[src/rtl/seg7_pkg.sv]
`default_nettype none
// ============================================================================
//  Module      : seg7_pkg
//  Description : Shared types and constants for the seven-segment scanner.
//                Patterns are active-low, bit 7 = DP (off), bits 6:0 = g..a.
//  Revision    : 1.0  initial release
// ============================================================================
package seg7_pkg;

    typedef logic [7:0] seg7_pat_t;

    localparam seg7_pat_t SEG_0 = 8'hC0;
    localparam seg7_pat_t SEG_1 = 8'hF9;
    localparam seg7_pat_t SEG_2 = 8'hA4;
    localparam seg7_pat_t SEG_3 = 8'hB0;
    localparam seg7_pat_t SEG_4 = 8'h99;
    localparam seg7_pat_t SEG_5 = 8'h92;
    localparam seg7_pat_t SEG_6 = 8'h82;
    localparam seg7_pat_t SEG_7 = 8'hD8;
    localparam seg7_pat_t SEG_8 = 8'h80;
    localparam seg7_pat_t SEG_9 = 8'h90;
    localparam seg7_pat_t SEG_A = 8'h88;
    localparam seg7_pat_t SEG_B = 8'h83;
    localparam seg7_pat_t SEG_C = 8'hA7;
    localparam seg7_pat_t SEG_D = 8'hA1;
    localparam seg7_pat_t SEG_E = 8'h86;
    localparam seg7_pat_t SEG_F = 8'h8E;

    // All segments and DP dark
    localparam seg7_pat_t SEG_BLANK = 8'hFF;

endpackage
`default_nettype wire

[src/rtl/seg7_nibble_dec.sv]
`default_nettype none
// ============================================================================
//  Module      : seg7_nibble_dec
//  Description : Pure combinational hex nibble to active-low g..a segments.
//  Revision    : 1.0  initial release
// ============================================================================
module seg7_nibble_dec
    import seg7_pkg::*;
(
    input  logic [3:0] nib,
    output logic [6:0] seg
);

    // Table lookup into the shared pattern constants (DP bit dropped)
    always_comb begin
        seg = SEG_BLANK[6:0];
        case (nib)
            4'h0: seg = SEG_0[6:0];
            4'h1: seg = SEG_1[6:0];
            4'h2: seg = SEG_2[6:0];
            4'h3: seg = SEG_3[6:0];
            4'h4: seg = SEG_4[6:0];
            4'h5: seg = SEG_5[6:0];
            4'h6: seg = SEG_6[6:0];
            4'h7: seg = SEG_7[6:0];
            4'h8: seg = SEG_8[6:0];
            4'h9: seg = SEG_9[6:0];
            4'hA: seg = SEG_A[6:0];
            4'hB: seg = SEG_B[6:0];
            4'hC: seg = SEG_C[6:0];
            4'hD: seg = SEG_D[6:0];
            4'hE: seg = SEG_E[6:0];
            4'hF: seg = SEG_F[6:0];
            default: seg = SEG_BLANK[6:0];
        endcase
    end

endmodule
`default_nettype wire

[src/rtl/seg7_scan.sv]
`default_nettype none
// ============================================================================
//  Module      : seg7_scan
//  Description : Time-multiplexed driver for DIGITS active-low common-anode
//                seven-segment digits. Frame-synchronous shadow register,
//                ghost blanking on every digit change, registered outputs.
//                Optional macro SEG7_LZB_EN compiles in leading-zero blanking.
//  Revision    : 1.0  initial release
// ============================================================================
module seg7_scan
    import seg7_pkg::*;
#(
    parameter int DIGITS   = 4,
    parameter int SCAN_DIV = 50000
) (
    input  logic                  CLK,
    input  logic                  nRST,
    input  logic [4*DIGITS-1:0]   DIN,
    input  logic [DIGITS-1:0]     DP,
    input  logic                  LOAD,
    output logic [7:0]            nHEX,
    output logic [DIGITS-1:0]     nDIG,
    output logic                  FRAME,
    output logic                  PEND
);

    localparam int PCNT_W = (SCAN_DIV > 1) ? $clog2(SCAN_DIV) : 1;
    localparam int IDX_W  = (DIGITS > 1)   ? $clog2(DIGITS)   : 1;
    localparam logic [PCNT_W-1:0] PCNT_TC  = PCNT_W'(SCAN_DIV - 1);
    localparam logic [IDX_W-1:0]  IDX_LAST = IDX_W'(DIGITS - 1);

    // State
    logic [PCNT_W-1:0]   pcnt, pcnt_nxt;
    logic [IDX_W-1:0]    idx, idx_nxt;
    logic [4*DIGITS-1:0] pnd_din, pnd_din_nxt, act_din, act_din_nxt;
    logic [DIGITS-1:0]   pnd_dp, pnd_dp_nxt, act_dp, act_dp_nxt;
    logic                pend_q, pend_nxt;
    logic                tc, wrap;

    // Output path
    logic [3:0]          nib_sel;
    logic                dp_sel;
    logic [6:0]          seg_dec, seg_shown;
    logic [7:0]          hex_nxt;
    logic [DIGITS-1:0]   dig_nxt;

    // Prescaler, scan index and shadow-register transfer rules
    always_comb begin
        tc          = (pcnt == PCNT_TC);
        wrap        = tc && (idx == IDX_LAST);
        pcnt_nxt    = tc ? '0 : pcnt + 1'b1;
        idx_nxt     = idx;
        pnd_din_nxt = pnd_din;
        pnd_dp_nxt  = pnd_dp;
        act_din_nxt = act_din;
        act_dp_nxt  = act_dp;
        pend_nxt    = pend_q;
        if (tc) begin
            idx_nxt = wrap ? '0 : idx + 1'b1;
        end
        if (LOAD) begin
            pnd_din_nxt = DIN;
            pnd_dp_nxt  = DP;
        end
        if (wrap) begin
            // A load on the wrap edge bypasses the pending stage entirely
            pend_nxt = 1'b0;
            if (LOAD) begin
                act_din_nxt = DIN;
                act_dp_nxt  = DP;
            end else if (pend_q) begin
                act_din_nxt = pnd_din;
                act_dp_nxt  = pnd_dp;
            end
        end else if (LOAD) begin
            pend_nxt = 1'b1;
        end
    end

    // Select the nibble and DP of the digit that will be on after this edge
    always_comb begin
        nib_sel = '0;
        dp_sel  = 1'b0;
        for (int i = 0; i < DIGITS; i++) begin
            if (idx_nxt == IDX_W'(i)) begin
                nib_sel = act_din_nxt[4*i +: 4];
                dp_sel  = act_dp_nxt[i];
            end
        end
    end

    seg7_nibble_dec u_dec (
        .nib (nib_sel),
        .seg (seg_dec)
    );

`ifdef SEG7_LZB_EN
    logic [DIGITS-1:0] lz;
    logic              lz_sel;

    // Digit i is a leading zero when it and every digit above it are zero
    generate
        for (genvar gi = 0; gi < DIGITS; gi++) begin : g_lz
            if (gi == 0) begin : g_lsd
                assign lz[gi] = 1'b0;
            end else begin : g_upper
                assign lz[gi] = (act_din_nxt[4*DIGITS-1:4*gi] == '0);
            end
        end
    endgenerate

    // Pick the blanking flag of the upcoming digit
    always_comb begin
        lz_sel = 1'b0;
        for (int i = 0; i < DIGITS; i++) begin
            if (idx_nxt == IDX_W'(i)) begin
                lz_sel = lz[i];
            end
        end
    end

    assign seg_shown = lz_sel ? 7'h7F : seg_dec;
`else
    assign seg_shown = seg_dec;
`endif

    // Next output values; the first cycle of every digit slot is dark
    always_comb begin
        hex_nxt = SEG_BLANK;
        dig_nxt = '1;
        if (pcnt_nxt != '0) begin
            hex_nxt = {~dp_sel, seg_shown};
            for (int i = 0; i < DIGITS; i++) begin
                if (idx_nxt == IDX_W'(i)) begin
                    dig_nxt[i] = 1'b0;
                end
            end
        end
    end

    // State and output registers
    always_ff @(posedge CLK or negedge nRST) begin
        if (!nRST) begin
            pcnt    <= '0;
            idx     <= '0;
            pnd_din <= '0;
            pnd_dp  <= '0;
            act_din <= '0;
            act_dp  <= '0;
            pend_q  <= 1'b0;
            nHEX    <= SEG_BLANK;
            nDIG    <= '1;
            FRAME   <= 1'b0;
        end else begin
            pcnt    <= pcnt_nxt;
            idx     <= idx_nxt;
            pnd_din <= pnd_din_nxt;
            pnd_dp  <= pnd_dp_nxt;
            act_din <= act_din_nxt;
            act_dp  <= act_dp_nxt;
            pend_q  <= pend_nxt;
            nHEX    <= hex_nxt;
            nDIG    <= dig_nxt;
            FRAME   <= wrap;
        end
    end

    assign PEND = pend_q;

endmodule
`default_nettype wire

[config.mk]
export PLATFORM = sky130hd
export DESIGN_NAME = seg7_scan
export DESIGN_NICKNAME = d
export VERILOG_FILES = /design/src/rtl/seg7_pkg.sv /design/src/rtl/seg7_nibble_dec.sv /design/src/rtl/seg7_scan.sv
export SDC_FILE = /design/constraint.sdc
export NUM_CORES = 1
export LEC_CHECK = 0
export BUFFER_PORTS_ARGS = -buffer_cell sky130_fd_sc_hd__buf_2
export CAP_MARGIN = 40
export CORE_MARGIN = 5
export CORE_UTILIZATION = 54
export DETAILED_ROUTE_END_ITERATION = 6
export GPL_ROUTABILITY_DRIVEN = 0
export PLACE_DENSITY = 0.75
export SYNTH_ARGS = -nofsm -noshare
export SYNTH_HDL_FRONTEND = slang
export SYNTH_SLANG_ARGS = --single-unit
export TNS_END_PERCENT = 5
[constraint.sdc]
create_clock -name CLK -period 5.4 [get_ports CLK]
set_clock_uncertainty 0.05 [all_clocks]
set_input_delay 0.27 -clock CLK [delete_from_list [all_inputs] [get_ports CLK]]
set_output_delay 0.27 -clock CLK [all_outputs]
set_load 0.01 [all_outputs]
==> results of run 1 <==
## kinds of logic after synthesis
logic type,Yosys count,synth area share (%)
simple gates,114,16.88
flops,72,50.73
compound gates,65,12.72
mux,34,10.48
buf+inv,31,3.564
xor+xnor,13,3.180
fa+ha+maj,7,2.446
## cell type report
class,instances,area (um^2),area share [%]
inverters,14,52.55,1.282
repair buffers,44,265.3,6.473
clock inverters,5,78.83,1.924
flip-flops and latches,72,1817,44.34
multi-input cells,233,1637,39.94
well taps,77,96.34,2.351
clock buffers,11,151.4,3.695
## sequential cells by signal, indices dropped and copies added, names as in the netlist
name	flops
act_dp	4
PEND	1
act_din	16
nHEX	8
pnd_dp	4
FRAME	1
pnd_din	16
idx	2
pcnt	16
nDIG	4
## metrics by stage
stage	total power, mW	util [%]	cell area (um^2)
final	1.090	64.17	4098
after detailed placement	0.6189	60.40	3857
after global routing	1.134	64.17	4098
after global placement	0.6139	59.82	3820
after floorplan	0.5905	-	3581
after CTS	1.102	64.17	4098
## synthesized netlist by cell type, types with 3 or more instances
cell,count
nor2_1,23
and2_1,3
and3_1,6
a21o_1,5
nand2_1,24
nor3_1,10
mux2i_1,9
xor2_1,6
nand4_1,4
inv_1,12
nor4_1,10
buf_2,3
xnor2_1,7
o211ai_1,4
ha_1,7
clkbuf_1,11
dfstp_2,12
o21a_1,3
mux2_2,24
nand3_1,17
o21ai_0,14
dfrtp_1,60
a21oi_1,12
o311ai_0,4
or3_1,3
## metal layers
metal | global-route usage (%) | up-vias
li1 | - | 1295
met3 | 3.636 | 15
met4 | 8.924 | 0
met1 | 27.57 | 1330
met5 | 0 | -
met2 | 29.18 | 99
## where the power goes
group	switching [mW]	internal (mW)	total (mW)
logic	0.0270	0.0231	0.0500
registers	0.00388	0.554	0.558
clock network	0.198	0.284	0.482
total	0.229	0.862	1.09
## timing repair
action / CTS / global route
hold buffers: 1 / 0
hold endpoints to repair: 12 / 0
gates resized for setup: 0 / 0
## path summary, 6_finish.rpt
kind | startpoint | end | slack, ns
max reg2reg | pcnt[10] | nHEX[0] | 1.21
min | DIN[14] | pnd_din[14] | 0.11
max | pcnt[10] | nHEX[0] | 1.21
min in group asynchronous | nRST | act_dp[2] | 0.38
min reg2reg | act_din[0] | act_din[0] | 0.44
max in group asynchronous | nRST | nHEX[0] | 4.33
## worst reg2reg max path: stages, from the launching register on
cell	delay, ns
dfrtp_1	0.44
or4_4	0.59
o41ai_1	0.52
a21boi_2	0.52
inv_2	0.19
a211oi_1	0.23
o21ai_0	0.23
nand2_1	0.21
inv_1	0.09
ha_1	0.24
a2111oi_0	0.38
a22oi_1	0.16
o211ai_1	0.14
nand4_1	0.11
==> flow_summary.yaml, run 1 <==
floorplan:
  dieWidth_um: 91.44
  core-area_mm2: 0.006386
  rows: 29
  die_h_um: 91.44
  dieArea_mm2: 0.008360
  num_io_pins: 37
  start_util_pct: 56.07
cells_and_area:
  layout-drive-gt1-share_pct: 27.97
  nets: 404
  antenna_cells: 0
  fin_cells: 456
  final_common_cell: "dfrtp_1"
  syn2layout_area_growth_pct: 14.43
  nFillCells: 495
  final_cell_mix: "60 x dfrtp_1, 36 x buf_2, 24 x mux2_2, 24 x nand2_1, 23 x nor2_1"
logic_synthesis:
  yosysTopAreaCell: "dfrtp_1"
  ys.flop_type: "dfrtp_1"
  yosysSeqAreaShare_pct: 50.73
  avgSynthCellArea_um2: 10.66
  netlist_area_mm2: 0.003581
  ys_seq_elements: 72
  synth_top_area_share_pct: 41.93
  syn-instance-count: 336
  yosys_warnings: 0
  synth_edf_count: 0
  async_flop_share_pct: 100.0
  synth_nets: 366
  synth_cell_type_count: 57
  synth_area_leaders: "dfrtp_1 42%, dfstp_2 8.8%, mux2_2 7.5%, mux2i_1 2.5%, nand2_1 2.5%"
setup_path:
  criticalPathCategory: "flip-flop to flip-flop"
  crit_buf_inv: 2
  critical_path.top_delay_family: "compound AO/OA/AOI/OAI gates"
  slowest_delay_ns: 0.59
  critPathSlowestCell: "or4_4"
  cp_max_fo: 9
  start_kind: "flip-flop"
  path_depth: 13
  worstSetupEndpointType: "flip-flop"
  cp.required_ns: 5.60
  arrival_ns: 4.39
  crit_chain: "or4_4 > o41ai_1 > a21boi_2 > inv_2 > a211oi_1 > o21ai_0 > nand2_1 > inv_1 > ha_1 > a2111oi_0 > a22oi_1 > o211ai_1 > nand4_1"
  reg2reg_depth: 13
cts:
  tritoncts: "done"
  clk_pin_slew_ns: 0.08
  insertion_delay_ns: 0.35
  clockRootBuffer: "clkbuf_8"
  postCtsSetupBuffers: 0
  clock-sinks: 72
  cts_buffers: 9
  cts_buffer_depth: 2
  cts.htree.levels: 3
power_and_ir_drop:
  vdd_drop_max_v: 0.0001744
  p_leak_nw: 1.885
  p_per_area_mw_per_mm2: 266.1
sta:
  fin_ws_ns: 1.210
  hold_viol_final: 0
  setup_tns_ns: 0
  fin_crit_ns: 4.190
  rsz0062_at_grt: "false"
  max-slew-margin-rel_pct: 47.97
  setup_viol: 0
  fmax_ghz: 0.2387
  hold_ws_ns: 0.1114
  tightest_slew_ns: 0.7738
  slew_violations: 0
  period_share_pct: 77.59
placed_design:
  io_buffers: 36
  place_ws_ns: 1.307
  placedCellCount: 439
  hpwl_um: 5413
drt:
  wl_met3_um: 460
  route.detailed.drc: 0
  top_layer_used: "met4"
  ant_nets: 0
  drt-met1-wl_um: 3496
  dr_wl_met2_um: 3620
  drt_first_pass_iters: 5
  drt_iter0_drc: 224
  vias_per_cell: 6.007
  wirelength_um: 7736
  wl_per_cell_um: 16.96
  routed-via-count: 2739
grt:
  grt_pass1_vias: 2695
  grt_pass1_wl_um: 13250
  grt_antenna_before_repair: 0
  overflow: 0
  grt_max_degree: 50
  track_usage_pct: 19.53
hold_path:
  hold_depth: 2
  min_path_type: "primary input to flip-flop"
outcome:
  status: "finished, final reports clean"
run:
  cap_violations: 0
Power figures use the tool's default switching activity.
==> run 2: changes to the inputs <==
==> constraint.sdc (replaced) <==
create_clock -name CLK -period 4.2 [get_ports CLK]
set_clock_uncertainty 0.05 [all_clocks]
set_input_delay 0.21 -clock CLK [delete_from_list [all_inputs] [get_ports CLK]]
set_output_delay 0.21 -clock CLK [all_outputs]
set_load 0.01 [all_outputs]
==> run 2 against run 1 <==
  * First-iteration DRC count rose by 41%
  * Maximum frequency rose by 9.5%
  * Die area did not move
  * Highest routed layer unchanged
==> flow_summary.yaml, run 2 (synthesis gave the netlist of run 1 again) <==
placed_design:
  hpwl_um: 5562
  io_buffers: 36
power_and_ir_drop:
  vdd_drop_max_v: 0.0002340
  power_frac_clock_pct: 44.3
  seq_power_share_pct: 51.2
  swShare_pct: 21.88
  p_leak_nw: 1.884
  intPower_mw: 1.093
  pwr-share-comb_pct: 4.5
  p_per_area_mw_per_mm2: 340.5
  p_switching_mw: 0.3063
sta:
  tightest_slew_ns: 0.6637
  fmax_ghz: 0.2612
  fin_crit_ns: 3.828
  hold_ws_ns: 0.05664
  setup_tns_ns: 0
  max-slew-margin-rel_pct: 55.37
  hold_viol_final: 0
  slew_violations: 0
  setup_viol: 0
  period_share_pct: 91.14
  rsz0062_at_grt: "false"
cells_and_area:
  regArea_mm2: 0.001817
  nFillCells: 510
  syn2layout_area_growth_pct: 14.78
  largest_registers: "act_din (16), pcnt (16), pnd_din (16)"
  fin_util_pct: 64.36
  multi_input_area_mm2: 0.001652
  nets: 405
  layout-drive-gt1-share_pct: 28.42
  final_cell_mix: "60 x dfrtp_1, 36 x buf_2, 24 x mux2_2, 24 x nand2_1, 23 x nor2_1"
  antenna_cells: 0
  final_common_cell: "dfrtp_1"
cts:
  clk_pin_slew_ns: 0.08
  tritoncts: "done"
  postCtsSetupBuffers: 0
  clock-sinks: 72
  clockRootBuffer: "clkbuf_8"
  cts_buffers: 9
  cts.htree.levels: 3
  insertion_delay_ns: 0.35
  cts_buffer_depth: 2
drt:
  route.detailed.drc: 0
  routed-via-count: 2733
  vias_per_cell: 5.980
  drt_iter0_drc: 315
  wirelength_um: 7723
  wl_per_cell_um: 16.90
  ant_nets: 0
  drt_first_pass_iters: 4
grt:
  overflow: 0
  grt_pass1_vias: 2668
  grt_pass1_wl_um: 13180
  grt_antenna_before_repair: 0
  track_usage_pct: 19.52
  grt_max_degree: 38
floorplan:
  rows: 29
  dieWidth_um: 91.44
  dieArea_mm2: 0.008360
  die_h_um: 91.44
  start_util_pct: 56.07
  num_io_pins: 37
  core-area_mm2: 0.006386
setup_path:
  cp_max_fo: 12
  start_kind: "flip-flop"
  cp.required_ns: 4.40
  worstReg2RegStart: "pcnt[10]"
  worstSetupEndpointType: "flip-flop"
  criticalPathCategory: "flip-flop to flip-flop"
  cp-startpoint: "pcnt[10]"
  arrival_ns: 4.03
hold_path:
  min_path_type: "primary input to flip-flop"
  hp-start: "DP[3]"
run:
  cap_violations: 0
outcome:
  status: "finished, final reports clean"
[run 2: metrics by stage]
| stage | worst slack, ns | power [mW] | cells | area, um^2 |
|---|---|---|---|---|
| 6_report | 0.3722 | 1.400 | 457 | 4110 |
| 5_1_grt | 0.005328 | 1.451 | 457 | 4110 |
| 4_1_cts | 0.2363 | 1.415 | 457 | 4095 |
| 3_5_place_dp | 0.2603 | 0.7947 | 440 | 3855 |
| 3_3_place_gp | 0.4680 | 0.7890 | 439 | 3835 |
| 2_1_floorplan | 0.1460 | 0.7593 | 336 | 3581 |
[run 2: routing by layer]
layer / global-route usage (%) / share of wire [%] / vias to the layer above
met5: 0 / 0 / -
met1: 27.06 / 46 / 1335
met4: 7.824 / 1.7 / 0
met3: 4.050 / 4.9 / 14
li1: - / - / 1304
met2: 29.95 / 47 / 80
[run 2: timing repair]
| item | CTS | global route |
|---|---|---|
| endpoints found under the hold margin | 44 | 0 |
| resized for setup | 0 | 2 |
| setup endpoints to repair | 0 | 1 |
| hold buffers | 1 | 0 |
[run 2: worst paths after layout]
kind                                     to  depth (start not counted)  slack [ns]
worst min register to register  act_din[10]                          2        0.44
max in group asynchronous           nHEX[0]                          4        2.97
worst min-delay path              pnd_dp[3]                          2        0.06
min in group asynchronous         pnd_dp[0]                          2        0.20
worst max register to register      nHEX[0]                         11        0.37
worst max-delay path                nHEX[0]                         11        0.37
[run 2: final cells by class]
cell class | count | area share [%]
clock buffer | 10 | 3.349
clock inverter | 6 | 2.253
inverter | 14 | 1.279
multi-input combinational | 233 | 40.18
sequential | 72 | 44.20
tap | 77 | 2.344
timing repair buffer | 45 | 6.393
[run 2: power by group through the flow]
stage               logic (mW)  clock network (mW)  registers, mW
floorplan               0.0304                   0          0.729
global placement        0.0597                   0          0.729
detailed placement      0.0639                   0          0.731
CTS                     0.0649               0.632          0.717
global route            0.0710               0.661          0.719
finish                  0.0625               0.620          0.717
[run 2: critical path, cell delays in order (launching register included)]
cell	delay (ns)
dfrtp_1	0.44
or4_4	0.59
or4_4	0.64
nor3_1	0.37
nor4_1	0.10
nor4_1	0.39
inv_1	0.15
ha_1	0.28
a2111oi_0	0.36
a22oi_1	0.15
o211ai_1	0.11
nand4_1	0.11
==> run 3: changes to the inputs <==
--- a/config.mk
+++ b/config.mk
@@ -11,7 +11,7 @@
 export CORE_UTILIZATION = 54
 export DETAILED_ROUTE_END_ITERATION = 6
 export GPL_ROUTABILITY_DRIVEN = 0
-export PLACE_DENSITY = 0.75
+export PLACE_DENSITY_LB_ADDON = 0.15
 export SYNTH_ARGS = -nofsm -noshare
 export SYNTH_HDL_FRONTEND = slang
 export SYNTH_SLANG_ARGS = --single-unit
==> constraint.sdc (replaced) <==
create_clock -name CLK -period 4.3 [get_ports CLK]
set_clock_uncertainty 0.05 [all_clocks]
set_input_delay 0.215 -clock CLK [delete_from_list [all_inputs] [get_ports CLK]]
set_output_delay 0.215 -clock CLK [all_outputs]
set_load 0.01 [all_outputs]
==> run 3 against run 2 <==
  * Sequential power down 2%
  * First-iteration DRC count down 27%
  * Maximum frequency down 3.8%
  * Sequential share of layout area up 0.42 points
  * Worst setup slack worse by 0.051 ns
  * Critical path depth up 1
  * Cell area down 0.94%
  * Routed wire length down 2.3%
  * Register-to-register slack worse by 0.05 ns
  * Die area unchanged
  * Hold slack better by 0.013 ns
  * Critical path type unchanged
  * Critical endpoint unchanged
  * Largest power group unchanged
  * Highest routed layer unchanged
==> flow_summary.yaml, run 3 (synthesis gave the netlist of run 1 again) <==
sta:
  rsz0062_at_grt: "false"
  setup_tns_ns: 0
  fmax_ghz: 0.2513
  slew_violations: 0
  period_share_pct: 92.53
  max-slew-margin-rel_pct: 52.05
  fin_crit_ns: 3.979
  fin_ws_ns: 0.3213
  hold_ws_ns: 0.06932
  setup_viol: 0
  hold_viol_final: 0
  tightest_slew_ns: 0.7131
setup_path:
  criticalPathCategory: "flip-flop to flip-flop"
  rrSetupSlack_ns: 0.32
  arrival_ns: 4.17
  cp.required_ns: 4.49
  worstSetupEndpointType: "flip-flop"
  start_kind: "flip-flop"
  cp_max_fo: 12
floorplan:
  die_h_um: 91.44
  core-area_mm2: 0.006386
  dieArea_mm2: 0.008360
  num_io_pins: 37
  rows: 29
  dieWidth_um: 91.44
  start_util_pct: 56.07
cts:
  clk_pin_slew_ns: 0.08
  tritoncts: "done"
  cts_buffers: 9
  insertion_delay_ns: 0.34
  cts.htree.levels: 3
  clock-sinks: 72
  clockRootBuffer: "clkbuf_8"
  cts_buffer_depth: 2
cells_and_area:
  final_cell_mix: "60 x dfrtp_1, 36 x buf_2, 24 x mux2_2, 24 x nand2_1, 23 x nor2_1"
  nFillCells: 514
  nets: 406
  antenna_cells: 0
  syn2layout_area_growth_pct: 13.70
  fin_util_pct: 63.75
  layout-drive-gt1-share_pct: 28.35
  final_common_cell: "dfrtp_1"
  largest_registers: "act_din (16), pcnt (16), pnd_din (16)"
power_and_ir_drop:
  p_per_area_mw_per_mm2: 316.3
  vdd_drop_max_v: 0.0002189
  power_frac_clock_pct: 41.1
  intPower_mw: 0.9929
  p_switching_mw: 0.2950
  p_leak_nw: 1.873
  pwr-share-comb_pct: 4.6
  seq_power_share_pct: 54.4
  swShare_pct: 22.91
drt:
  top_layer_used: "met4"
  vias_per_cell: 5.963
  drt-met1-wl_um: 3540
  dr_wl_met2_um: 3489
  wl_per_cell_um: 16.47
  ant_nets: 0
  routed-via-count: 2731
  route.detailed.drc: 0
  drt_iter0_drc: 229
  drt_first_pass_iters: 5
  wl_met3_um: 379
  wirelength_um: 7543
grt:
  track_usage_pct: 19.32
  overflow: 0
  grt_pass1_wl_um: 13230
  grt_pass1_vias: 2801
  grt_max_degree: 40
  grt_antenna_before_repair: 0
run:
  cap_violations: 0
placed_design:
  io_buffers: 36
  place_ws_ns: 0.2653
  hpwl_um: 5371
hold_path:
  min_path_type: "primary input to flip-flop"
outcome:
  status: "finished, final reports clean"
==> run 3: cell types whose count changed in the layout (fill, tap and decap cells not counted) <==
| cell | delta |
|---|---|
| clkinv_2 | +1 |
| clkbuf_1 | +1 |
| buf_12 | -1 |
| inv_6 | +1 |
| bufinv_16 | -1 |
| buf_4 | +2 |
| clkbuf_8 | -1 |
| clkinvlp_4 | -1 |
==> run 3: layout make-up <==
class	count	area, um^2	share of cell area (%)
flip-flops and latches	72	1817	44.62
multi-input cells	233	1652	40.57
repair buffers	46	257.7	6.331
clock buffers	10	127.6	3.135
well taps	77	96.34	2.366
clock inverters	6	68.82	1.690
inverters	14	52.55	1.291
==> run 3: final timing paths <==
path	from	end	cells past startpoint
worst max-delay path	pcnt[10]	nHEX[0]	12
worst min-delay path	DP[3]	pnd_dp[3]	2
worst max register to register	pcnt[10]	nHEX[0]	12
worst min register to register	act_din[10]	act_din[10]	2
max in group asynchronous	nRST	nHEX[4]	3
min in group asynchronous	nRST	pnd_din[8]	2
==> run 3: repair_timing <==
item | CTS | global route
gates resized for setup | 0 | 2
hold buffers | 1 | 0
endpoints found under the hold margin | 25 | 0
setup endpoints to repair | 0 | 1
setup buffers | 0 | 2
==> run 3: per-layer routing <==
| layer | GRT usage (%) | up-vias |
|---|---|---|
| li1 | - | 1306 |
| met1 | 26.64 | 1319 |
| met2 | 29.77 | 91 |
| met3 | 4.380 | 15 |
| met4 | 7.213 | 0 |
| met5 | 0 | - |
==> run 3: critical path, stage by stage (launching register included) <==
cell and delay, ns:
dfrtp_1 0.44, or4_4 0.59, or4_4 0.64, nor3_1 0.37, nor4_1 0.11, nor4_1 0.30, buf_4 0.20, inv_1 0.09
ha_1 0.26, a2111oi_0 0.43, a22oi_1 0.16, o211ai_1 0.12, nand4_1 0.12
==> run 3: per-stage QoR <==
stage          total power [mW]  instances  instance area (um^2)
6_report                  1.288        458                  4071
4_1_cts                   1.304        456                  4041
3_5_place_dp             0.7731        439                  3835
2_1_floorplan            0.7416        336                  3581
3_3_place_gp             0.7705        439                  3835
5_1_grt                   1.347        458                  4071
==> run 3: power groups by stage <==
stage | clock (mW) | combinational, mW | sequential [mW]
after floorplan | 0 | 0.0297 | 0.712
after global placement | 0 | 0.0581 | 0.712
after detailed placement | 0 | 0.0593 | 0.714
after CTS | 0.542 | 0.0604 | 0.701
after global routing | 0.577 | 0.0674 | 0.703
final | 0.529 | 0.0586 | 0.701
